[src/rtl/loader_pkg.sv]
// Shared types and default protocol bytes for the UART program loader.
package loader_pkg;

   typedef enum logic [2:0] {
      ST_IDLE   = 3'd0,
      ST_LEN_HI = 3'd1,
      ST_LEN_LO = 3'd2,
      ST_DATA   = 3'd3,
      ST_CSUM   = 3'd4,
      ST_RESP   = 3'd5,
      ST_DONE   = 3'd6,
      ST_ERR    = 3'd7
   } loader_state_t;

   localparam logic [7:0] DEF_SYNC = 8'hAA;
   localparam logic [7:0] DEF_ACK  = 8'h06;
   localparam logic [7:0] DEF_NAK  = 8'h15;

endpackage

[src/rtl/byte_packer.sv]
// Shifts bytes in MSB-first; o_done flags the byte that completes a word,
// with o_word presenting that completed word in the same cycle.
module byte_packer #(
   parameter int WORD_W = 32
) (
   input  logic              clk,
   input  logic              rstn,
   input  logic              i_clr,
   input  logic              i_valid,
   input  logic [7:0]        i_byte,
   output logic [WORD_W-1:0] o_word,
   output logic              o_done
);

   localparam int BYTES = WORD_W / 8;
   localparam int IDX_W = (BYTES > 1) ? $clog2(BYTES) : 1;
   localparam logic [IDX_W-1:0] LAST_IDX = IDX_W'(BYTES - 1);
   localparam logic [IDX_W-1:0] IDX_ONE  = IDX_W'(1);

   logic [WORD_W-1:0] r_word;
   logic [IDX_W-1:0]  r_idx;

   assign o_word = (r_word << 4'd8) | WORD_W'(i_byte);
   assign o_done = i_valid && (r_idx == LAST_IDX);

   // Byte accumulator and position within the current word.
   always_ff @(posedge clk or negedge rstn) begin
      if (!rstn) begin
         r_word <= {WORD_W{1'b0}};
         r_idx  <= {IDX_W{1'b0}};
      end else if (i_clr) begin
         r_word <= {WORD_W{1'b0}};
         r_idx  <= {IDX_W{1'b0}};
      end else if (i_valid) begin
         r_word <= o_word;
         r_idx  <= o_done ? {IDX_W{1'b0}} : r_idx + IDX_ONE;
      end else begin
         r_word <= r_word;
         r_idx  <= r_idx;
      end
   end

endmodule

[src/rtl/uart_prog_loader.sv]
// Boot loader: sync byte, optional length, big-endian words to instruction memory,
// XOR checksum, then ACK/NAK over UART and a done/err level to release the core.
module uart_prog_loader
   import loader_pkg::*;
#(
   parameter int         WORD_W    = 32,
   parameter int         ADDR_W    = 8,
   parameter logic [7:0] SYNC_BYTE = DEF_SYNC,
   parameter int         LEN_MODE  = 0,
   parameter logic [7:0] ACK_BYTE  = DEF_ACK,
   parameter logic [7:0] NAK_BYTE  = DEF_NAK
) (
   input  logic              clk,
   input  logic              rstn,
   input  logic [7:0]        rx_data,
   input  logic              rx_ready,
   input  logic              ferr,
   output logic [7:0]        tx_data,
   output logic              tx_start,
   input  logic              tx_busy,
   output logic              mem_we,
   output logic [ADDR_W-1:0] mem_addr,
   output logic [WORD_W-1:0] mem_wdata,
   output logic [ADDR_W:0]   word_count,
   output logic              done,
   output logic              err
);

   localparam logic [ADDR_W:0] DEPTH_C = {1'b1, {ADDR_W{1'b0}}};
   localparam logic [ADDR_W:0] ONE_C   = {{ADDR_W{1'b0}}, 1'b1};
   localparam logic [16:0]     DEPTH_L = 17'(DEPTH_C);

   loader_state_t     r_state;
   logic [15:0]       r_len;
   logic [7:0]        r_csum;
   logic [ADDR_W:0]   r_count;
   logic              r_ack;
   logic [7:0]        r_tx_data;
   logic              r_tx_start;
   logic              r_mem_we;
   logic [ADDR_W-1:0] r_mem_addr;
   logic [WORD_W-1:0] r_mem_wdata;
   logic              r_done;
   logic              r_err;

   logic              w_start;
   logic              w_pk_valid;
   logic [WORD_W-1:0] w_word;
   logic              w_word_done;
   logic [15:0]       w_len;
   logic [ADDR_W:0]   w_count_nx;
   logic              w_last_word;

   assign w_start = rx_ready && (rx_data == SYNC_BYTE) &&
                    ((r_state == ST_IDLE) || (r_state == ST_DONE) || (r_state == ST_ERR));
   assign w_pk_valid  = rx_ready && !ferr && (r_state == ST_DATA);
   assign w_len       = {r_len[15:8], rx_data};
   assign w_count_nx  = r_count + ONE_C;
   assign w_last_word = (LEN_MODE == 0) ? (w_word == {WORD_W{1'b0}})
                                        : (17'(w_count_nx) == {1'b0, r_len});

   byte_packer #(.WORD_W(WORD_W)) u_packer (
      .clk     (clk),
      .rstn    (rstn),
      .i_clr   (w_start),
      .i_valid (w_pk_valid),
      .i_byte  (rx_data),
      .o_word  (w_word),
      .o_done  (w_word_done)
   );

   // Load sequencer with word counter, checksum and registered outputs.
   always_ff @(posedge clk or negedge rstn) begin
      if (!rstn) begin
         r_state     <= ST_IDLE;
         r_len       <= 16'd0;
         r_csum      <= 8'd0;
         r_count     <= {(ADDR_W+1){1'b0}};
         r_ack       <= 1'b0;
         r_tx_data   <= 8'd0;
         r_tx_start  <= 1'b0;
         r_mem_we    <= 1'b0;
         r_mem_addr  <= {ADDR_W{1'b0}};
         r_mem_wdata <= {WORD_W{1'b0}};
         r_done      <= 1'b0;
         r_err       <= 1'b0;
      end else begin
         r_mem_we   <= 1'b0;
         r_tx_start <= 1'b0;
         case (r_state)
            ST_IDLE, ST_DONE, ST_ERR: begin
               if (w_start) begin
                  r_done  <= 1'b0;
                  r_err   <= 1'b0;
                  r_count <= {(ADDR_W+1){1'b0}};
                  r_csum  <= 8'd0;
                  r_state <= (LEN_MODE != 0) ? ST_LEN_HI : ST_DATA;
               end
            end
            ST_LEN_HI: begin
               if (ferr) begin
                  r_ack   <= 1'b0;
                  r_state <= ST_RESP;
               end else if (rx_ready) begin
                  r_len[15:8] <= rx_data;
                  r_state     <= ST_LEN_LO;
               end
            end
            ST_LEN_LO: begin
               if (ferr) begin
                  r_ack   <= 1'b0;
                  r_state <= ST_RESP;
               end else if (rx_ready) begin
                  r_len <= w_len;
                  if ({1'b0, w_len} > DEPTH_L) begin
                     r_ack   <= 1'b0;
                     r_state <= ST_RESP;
                  end else if (w_len == 16'd0) begin
                     r_state <= ST_CSUM;
                  end else begin
                     r_state <= ST_DATA;
                  end
               end
            end
            ST_DATA: begin
               if (ferr) begin
                  r_ack   <= 1'b0;
                  r_state <= ST_RESP;
               end else if (rx_ready) begin
                  r_csum <= r_csum ^ rx_data;
                  // A word completing with the memory already full is dropped, so address 0 is never rewritten.
                  if (w_word_done) begin
                     if (r_count == DEPTH_C) begin
                        r_ack   <= 1'b0;
                        r_state <= ST_RESP;
                     end else begin
                        r_mem_we    <= 1'b1;
                        r_mem_addr  <= r_count[ADDR_W-1:0];
                        r_mem_wdata <= w_word;
                        r_count     <= w_count_nx;
                        if (w_last_word) begin
                           r_state <= ST_CSUM;
                        end
                     end
                  end
               end
            end
            ST_CSUM: begin
               if (ferr) begin
                  r_ack   <= 1'b0;
                  r_state <= ST_RESP;
               end else if (rx_ready) begin
                  r_ack   <= (rx_data == r_csum);
                  r_state <= ST_RESP;
               end
            end
            ST_RESP: begin
               if (r_tx_start) begin
                  r_done  <= r_ack;
                  r_err   <= !r_ack;
                  r_state <= r_ack ? ST_DONE : ST_ERR;
               end else if (!tx_busy) begin
                  r_tx_start <= 1'b1;
                  r_tx_data  <= r_ack ? ACK_BYTE : NAK_BYTE;
               end
            end
            default: r_state <= ST_IDLE;
         endcase
      end
   end

   assign tx_data    = r_tx_data;
   assign tx_start   = r_tx_start;
   assign mem_we     = r_mem_we;
   assign mem_addr   = r_mem_addr;
   assign mem_wdata  = r_mem_wdata;
   assign word_count = r_count;
   assign done       = r_done;
   assign err        = r_err;

endmodule

[config.mk]
export PLATFORM = sky130hd
export DESIGN_NAME = uart_prog_loader
export DESIGN_NICKNAME = d
export VERILOG_FILES = /design/src/rtl/loader_pkg.sv /design/src/rtl/byte_packer.sv /design/src/rtl/uart_prog_loader.sv
export SDC_FILE = /design/constraint.sdc
export NUM_CORES = 1
export LEC_CHECK = 0
export CORE_UTILIZATION = 48
export DETAILED_ROUTE_END_ITERATION = 6
export PLACE_DENSITY_LB_ADDON = 0.2
export SYNTH_ARGS = -nofsm -noshare
export SYNTH_HDL_FRONTEND = slang
export SYNTH_SLANG_ARGS = --single-unit
export TNS_END_PERCENT = 1
[constraint.sdc]
create_clock -name clk -period 1.7 [get_ports clk]
set_input_delay 0.17 -clock clk [delete_from_list [all_inputs] [get_ports clk]]
set_output_delay 0.17 -clock clk [all_outputs]
set_load 0.01 [all_outputs]
Word-level counts from Yosys, hierarchy flattened
Index checks and enable logic that the tools add are counted.
Widths: inputs -> output; s select.
{"block": "word_totals", "register_bits": 107, "in_bits": 13, "output_inout_bits": 61, "elab_cells": 135}
{"block": "op_classes", "addsub": 2, "n_lt_le_gt_ge": 1, "n_eq_ne": 26, "muxes": 60, "bitwise_logic": 7, "n_reduce_logical": 25}
{"operator": "$mux 24", "count": 2}
{"operator": "$mux 3", "count": 15}
{"operator": "$mux 9", "count": 5}
{"operator": "$mux 8", "count": 5}
{"operator": "$logic_not 32->1", "count": 1}
{"operator": "$or 32x8->32", "count": 1}
{"operator": "$pmux 8 s2", "count": 2}
{"operator": "$mux 1", "count": 22}
{"operator": "$pmux 3 s6", "count": 1}
{"operator": "$pmux 9 s2", "count": 1}
{"operator": "$gt 16x9->1 const B", "count": 1}
{"operator": "$logic_not 16->1", "count": 1}
{"operator": "$reduce_and 8->1", "count": 2}
{"operator": "$ne 3x3->1 const B", "count": 5}
{"operator": "$eq 3x3->1 const B", "count": 4}
{"operator": "$ne 2x2->1 const B", "count": 5}
{"operator": "$add 9x1->9 const B", "count": 1}
{"operator": "$eq 9x9->1 const B", "count": 1}
{"operator": "$eq 8x8->1", "count": 1}
{"operator": "$eq 8x8->1 const B", "count": 1}
{"operator": "$reduce_and 4->1", "count": 2}
{"operator": "$xor 8x8->8", "count": 1}
{"operator": "$eq 3x2->1 const B", "count": 2}
{"operator": "$mux 2", "count": 3}
{"operator": "20 further kinds", "count": 36}

Logic depth before layout (Yosys ltp)
Gate-level depths: netlist of run 1.
{"block": "logic_depth", "ltp_word": 8, "ltp_mapped": 9}

By module
A second synthesis of run 1 with hierarchy kept.
{"block": "unflattened", "cells_unflattened": 424, "hier_area_um2": 4849.7}
{"mod": "uart_prog_loader", "instances": 1, "cells_each": 330, "area_each_um2": 3694.8, "seq_area_each_um2": 1901.8}
{"mod": "byte_packer", "instances": 1, "cells_each": 94, "area_each_um2": 1154.9, "seq_area_each_um2": 650.6}

Worst setup path before layout of run 1
OpenSTA, ideal clock, no wires.
{"block": "synth_timing", "kind": "flip-flop to flip-flop", "startpoint": "register r_count[7], in the netlist word_count[7]", "endpoint": "register r_mem_addr[3], in the netlist mem_addr[3]", "setup_time_ns": 0.117, "arrival_time_ns": 1.738, "required_ns": 1.583, "slack_ns": -0.155, "stages_incl_launch_ff": 8, "synth_period_minus_slack_ns": 1.855, "path_cell_list": "dfrtp_1 > or4_4 > o2111ai_4 > inv_4 > buf_6 > buf_2 > nand2_1 > nand2_1"}
{"block": "synth_via", "elab_chain_len": 3}
{"element": "from (decl)", "line": "uart_prog_loader.sv:36", "source": "logic [ADDR_W:0] r_count;"}
{"element": "from (signal assigned)", "line": "uart_prog_loader.sv:78", "source": "r_count <= {(ADDR_W+1){1'b0}};"}
{"element": "from (signal assigned)", "line": "uart_prog_loader.sv:95", "source": "r_count <= {(ADDR_W+1){1'b0}};"}
{"element": "from (signal assigned)", "line": "uart_prog_loader.sv:140", "source": "r_count <= w_count_nx;"}
{"element": "$eq 9x9->1", "line": "uart_prog_loader.sv:133", "source": "if (r_count == DEPTH_C) begin"}
{"element": "$not 1->1 (no line)"}
{"element": "$reduce_and 5->1 (no line)"}
{"element": "to (signal assigned)", "line": "uart_prog_loader.sv:83", "source": "r_mem_addr <= {ADDR_W{1'b0}};"}
{"element": "to (signal assigned)", "line": "uart_prog_loader.sv:138", "source": "r_mem_addr <= r_count[ADDR_W-1:0];"}
{"element": "to (decl)", "line": "uart_prog_loader.sv:41", "source": "logic [ADDR_W-1:0] r_mem_addr;"}
No other way between the ends.
A chain may end at the register's enable or synchronous reset.

Worst setup path after layout of run 1
{"block": "layout_timing", "startpoint": "register r_count[7], in the netlist word_count[7]", "endpoint": "register r_count[6], in the netlist word_count[6]"}
{"block": "layout_via", "elab_chain_len": 3}
{"element": "$eq 9x9->1", "line": "uart_prog_loader.sv:133"}
{"element": "$ne 2x2->1 (no line)"}
{"element": "$reduce_and 6->1 (no line)"}
No other way between the ends.

==> results.yml, run 1 <==
outcome:
  outcome: "finished, violations left"
  violations: "setup timing"
floorplanning:
  io_pins: 74
  die_y_um: 100.7
  start_util_pct: 50.17
  core_area_um2: 9328
  die_w_um: 100.7
  rows: 35
  dieArea_um2: 10150
detailed_routing:
  top_layer_used: "met4"
  met2_length_mm: 5.664
  viasPerCell: 5.200
  drtPass1Iterations: 4
  met3_length_um: 379
  drt-total-wl_mm: 11.51
  drc_errors: 0
  vias: 4004
  drt_iter0_drc: 144
  wl_met1_mm: 5.240
  final_antenna_net_count: 0
  wl_per_cell_um: 14.95
sta:
  whs_ns: 0.2724
  post-route-min-period_ns: 1.828
  setup_ws_ns: -0.1280
  timing.final.crit_share_pct: 107.5
  skew_ns: 0.01769
  finalHoldViolCount: 0
  finalSetupViolCount: 52
  maxClockFrequency_mhz: 547.1
  slew_viol_final: 0
  rsz0062_at_grt: "yes"
global_route:
  grt_max_degree: 43
  gr-total-overflow: 0
  grt_util_all_layers_pct: 24.64
  grt_pass1_wl_mm: 19.12
  grt_antenna_before_repair: 0
  first_global_vias: 3874
clock_tree:
  htreeDepth: 3
  cts_made_buffers: 9
  cts.clk_slew.worst_paths_ns: 0.10
  worstSkewPairLatency_ns: 0.38
  clock-root-buffer: "clkbuf_8"
  cts_tree: "built"
  cts_sinks: 102
  clk_path_buf_depth: 2
synthesis:
  yosys_warnings: 0
  synth.avg_cell_area_um2: 9.340
  synth_area_um2: 4679
  synth-edff-count: 0
  synth_ff_type: "dfrtp_1"
  seq_area_frac_synth_pct: 54.55
  synthArstFlopShare_pct: 100.0
  synth_cell_type_count: 57
  synth-seq-cells: 102
  synth_cells: 501
critical_path:
  critPathLaunch: "word_count[7]$_DFFE_PN0P_"
  rrSetupSlack_ns: -0.13
  crit_path_max_incr_delay_ns: 0.57
  reg2reg_depth: 7
  crit_family: "simple AND/OR/NAND/NOR gates"
  cp-end-kind: "register"
  r2r-start: "word_count[7]$_DFFE_PN0P_"
  critPathRequiredTime_ns: 1.96
  critical_path_arrival_ns: 2.09
  start_kind: "register"
  crit_path_end: "word_count[6]$_DFFE_PN0P_"
  path_class: "reg2reg"
  crit_fanout: 5
  cp_num_buf_inv: 2
  cp_slowest_cell: "or4_4"
  worstPathCellList: "or4_4 > o2111ai_4 > buf_6 > inv_8 > nand3_2 > xor2_1 > nor2_1"
  cp.depth: 7
  r2r-end: "word_count[6]$_DFFE_PN0P_"
flow_run:
  cap_violations: 0
placement:
  placed_area_um2: 6047
  portBuffers: 69
  globalplace.congestion: 0.8995
  dp_hpwl_mm: 8.272
hold_path:
  hp-class: "in2async"
final_layout:
  final_cell_area_um2: 6441
  layout_common_cells: "145 x nand2_1, 99 x dfrtp_1, 68 x clkdlybuf4s50_1, 68 x buf_4, 28 x a21oi_1"
  drive_gt1_share_pct: 23.40
  final_common_cell: "nand2_1"
  n_fill_cell: 743
  fin_nets: 653
  antennaDiodeCount: 0
  fin_util_pct: 69.05
  syn2layout_area_growth_pct: 37.65
power:
  ir_worst_vdd_v: 0.0006800
  cellLeakagePower_nw: 3.031
  powerDensity_nw_per_um2: 1342
  p_total_w: 0.008645
## synthesized netlist by cell type, types with 2 or more instances
library cell	count	area (um^2)
buf_6	2	22.52
or3_1	2	12.51
nor2_1	23	86.33
a32o_1	2	20.02
a21boi_0	2	15.01
nand4_1	3	18.77
and2_1	2	12.51
o21ai_1	15	75.07
a21oi_1	28	140.1
xor2_1	9	78.83
nand2_1	167	626.9
nand3_1	9	45.04
o22ai_1	7	43.79
nand3b_1	3	22.52
clkbuf_1	12	45.04
dfrtp_1	102	2552
xnor2_1	5	43.79
buf_2	7	35.03
nor4_1	9	56.30
mux2_2	10	112.6
mux2i_1	2	20.02
buf_4	9	67.56
o21ai_0	14	70.07
ha_1	4	50.05
inv_1	9	33.78
nand2b_1	5	31.28
nor3_1	9	45.04
## registers in the layout, indices dropped and copies added, names as in the netlist
register         flops
done                 1
err                  1
mem_addr             8
mem_wdata           32
mem_we               1
r_ack                1
r_csum               8
r_len                8
r_state              3
tx_data              3
tx_start             1
u_packer.r_idx       2
u_packer.r_word     24
word_count           9
## area by class of cell
class	count	area (um^2)	area share (%)
timing repair inverter	1	6.256	0.09713
inverter	10	45.04	0.6993
clock inverter	7	61.31	0.9518
multi-input combinational	361	2034	31.59
clock buffer	9	123.9	1.923
timing repair buffer	151	1453	22.55
sequential	102	2556	39.69
tap	129	161.4	2.506
## how the worst min path moves through the flow
stage	from	end	slack, ns	depth (start not counted)
after floorplan	rstn	done$_DFFE_PN0P_	-0.13	0
after global placement	rstn	mem_addr[7]$_DFFE_PN0P_	0.14	1
after detailed placement	rstn	mem_addr[7]$_DFFE_PN0P_	0.14	1
after CTS	rstn	mem_addr[7]$_DFFE_PN0P_	0.28	2
after global routing	rstn	mem_addr[7]$_DFFE_PN0P_	0.30	2
final	rstn	mem_addr[7]$_DFFE_PN0P_	0.27	2
## through the flow
step	TNS [ns]	worst slack, ns	instances
detailed placement	-11.43	-0.4100	748
CTS	-5.233	-0.1407	770
floorplan	-4.587	-0.1336	504
finish	-4.807	-0.1280	770
global placement	-8.928	-0.2922	748
global route	-9.793	-0.2464	770
## power by group
group	switching [W]	internal, W
registers	0.000485	0.00313
clock network	0.000925	0.000567
logic	0.00164	0.00189
## what timing repair did
item / CTS / global route
gates cloned: 3 / 0
hold buffers: 1 / 0
pin swaps: 15 / 0
hold endpoints to repair: 29 / 0
setup buffers: 3 / 0
setup endpoints to repair: 53 / 64
gates resized for setup: 21 / 25
## layer usage
metal  track usage [%]  vias to the layer above
met3             2.774                       16
met5                 0                        -
met4             9.699                        0
li1                  -                     1945
met1             33.39                     1949
met2             40.78                       94
## cell families (layout without fill, tap and decap cells)
family | Yosys count | after routing | share of synthesized area, %
buf+inv | 41 | 178 | 4.572
simple gates | 245 | 245 | 23.13
fa+ha+maj | 4 | 4 | 1.070
other cells | 1 | 4 | 0.08014
flops | 102 | 102 | 54.55
xor+xnor | 14 | 14 | 2.620
mux | 12 | 12 | 2.834
compound gates | 82 | 82 | 11.15
Power figures use the tool's default switching activity.
==> inputs of run 2 (changes only) <==
Settings changed: ABC_CLOCK_PERIOD_IN_PS set to 1700.
==> results of run 2 <==
The final DEF is identical to that of run 1; final timing and power are the same.
==> inputs of run 3 (changes only) <==
Settings changed: CORE_UTILIZATION 48 to 50, CTS_BUF_LIST set to sky130_fd_sc_hd__clkbuf_4, PLACE_DENSITY_LB_ADDON 0.2 to 0.08.
==> run 3 against run 2 <==
The run still ends with setup timing left. Setup slack worse by 0.024 ns. Hold slack worse by 0.080 ns. Clock power is 21% lower. Fmax down 1.3%. Clock-buffer cell count up 1. Combinational power is 1% higher. Clock skew rose by 0.010 ns. Critical endpoint is now word_count[4]$_DFFE_PN0P_. Largest cell class unchanged. Largest power group unchanged. Highest routed layer unchanged.
==> results.yml, run 3 (synthesized netlist as in run 1, its figures left out) <==
outcome:
  outcome: "finished, violations left"
  violations: "setup timing"
floorplanning:
  die_w_um: 98.74
  core_area_um2: 8891
  rows: 34
  io_pins: 74
  die_y_um: 98.74
  start_util_pct: 52.63
  dieArea_um2: 9750
clock_tree:
  cts_made_buffers: 9
  clk_path_buf_depth: 2
  htreeDepth: 3
  cts_setup_buffers: 0
  cts_tree: "built"
  clock-root-buffer: "clkbuf_4"
  worstSkewPairLatency_ns: 0.45
  cts.clk_slew.worst_paths_ns: 0.16
  cts_sinks: 102
global_route:
  gr-total-overflow: 0
  grt_pass1_wl_mm: 19.32
  grt_antenna_before_repair: 0
  first_global_vias: 3982
  grt_util_all_layers_pct: 25.20
  grt_max_degree: 34
final_layout:
  multi_input_area_um2: 2029
  regArea_um2: 2557
  antennaDiodeCount: 0
  n_fill_cell: 708
  final_common_cell: "nand2_1"
  layout_common_cells: "164 x nand2_1, 98 x dfrtp_1, 64 x buf_4, 61 x clkdlybuf4s50_1, 26 x a21oi_1"
  syn2layout_area_growth_pct: 34.47
  drive_gt1_share_pct: 21.14
  fin_util_pct: 70.77
  fin_nets: 646
  largest_reg_flops: 32
detailed_routing:
  vias: 4017
  drtPass1Iterations: 5
  viasPerCell: 5.414
  drt_iter0_drc: 158
  wl_per_cell_um: 15.23
  drc_errors: 0
  drt-total-wl_mm: 11.30
  final_antenna_net_count: 0
sta:
  post-route-min-period_ns: 1.852
  maxClockFrequency_mhz: 539.9
  skew_ns: 0.02797
  finalSetupViolCount: 54
  setup_ws_ns: -0.1522
  slew_viol_final: 0
  rsz0062_at_grt: "yes"
  finalHoldViolCount: 0
  tns_ns: -6.073
  timing.final.crit_share_pct: 109.0
power:
  powerDensity_nw_per_um2: 1330
  cellLeakagePower_nw: 3.046
  p_total_w: 0.008367
  ir_worst_vdd_v: 0.0008064
critical_path:
  critPathRequiredTime_ns: 2.05
  path_class: "reg2reg"
  start_kind: "register"
  critical_path_arrival_ns: 2.20
  r2r-end: "word_count[4]$_DFFE_PN0P_"
  r2r-start: "word_count[7]$_DFFE_PN0P_"
  critPathLaunch: "word_count[7]$_DFFE_PN0P_"
  cp-end-kind: "register"
  reg2reg_depth: 6
  rrSetupSlack_ns: -0.15
  crit_fanout: 9
hold_path:
  hp-class: "in2async"
flow_run:
  cap_violations: 0
placement:
  portBuffers: 69
  globalplace.congestion: 0.8777
  dp_hpwl_mm: 8.305
==> run 3: changes by cell type in the layout (fill, tap and decap cells not counted), sizes merged <==
cell           previous run  this run
buf                      82        76
clkbuf                    9        10
clkdlybuf4s50            68        61
clkinv                    1         3
dlygate4sd2               0         3
dlymetal6s2s              0         4
inv                      16        12
==> run 3: critical path, cell delays in order (launching register included) <==
cell	delay, ns
dfrtp_2	0.43
or4_4	0.57
o2111ai_4	0.32
inv_6	0.12
nand4_1	0.12
xor2_1	0.15
nor2_1	0.05
==> run 3: report_power, final <==
part	internal, W	total (W)	switching, W
registers	0.00313	0.00361	0.000481
logic	0.00191	0.00357	0.00166
clock network	0.000342	0.00118	0.000843
total	0.00538	0.00837	0.00298
==> run 3: routing by layer <==
layer / GRT usage, % / vias up / wire length (um)
met5: 0 / - / 0
met3: 4.823 / 16 / 461
li1: - / 1934 / -
met1: 33.65 / 1949 / 4960
met4: 6.659 / 0 / 182
met2: 42.33 / 118 / 5697
==> run 3: worst max-delay path by stage <==
stage,to,slack (ns),cells after the start
2_1_floorplan,r_state[0]$_DFFE_PN0P_,-0.13,6
3_3_place_gp,r_ack$_DFFE_PN0P_,-0.34,7
3_5_place_dp,r_state[2]$_DFFE_PN0P_,-0.41,6
4_1_cts,word_count[1]$_DFFE_PN0P_,-0.18,6
5_1_grt,mem_wdata[28]$_DFFE_PN0P_,-0.23,6
6_report,word_count[4]$_DFFE_PN0P_,-0.15,6
==> run 3: cell type report <==
cell class | count | share of cell area, %
sequential | 102 | 40.64
multi-input combinational | 361 | 32.25
timing repair buffer | 145 | 22.23
tap | 108 | 2.148
clock buffer | 10 | 1.193
clock inverter | 6 | 0.8550
inverter | 10 | 0.6761
==> run 3: repair_timing <==
item	CTS	global route
hold endpoints to repair	57	0
setup endpoints to repair	65	86
pin swaps	5	7
hold buffers	1	0
gates resized for setup	19	22
==> run 3: per-stage QoR <==
step	instances	hold slack [ns]	setup slack (ns)	instance area [um^2]
after detailed placement	725	0.1506	-0.4082	6018
after CTS	742	0.1731	-0.1802	6225
after global routing	742	0.1868	-0.2327	6292
after floorplan	504	-0.1256	-0.1336	4706
after global placement	725	0.1377	-0.3423	6018
final	742	0.1922	-0.1522	6292
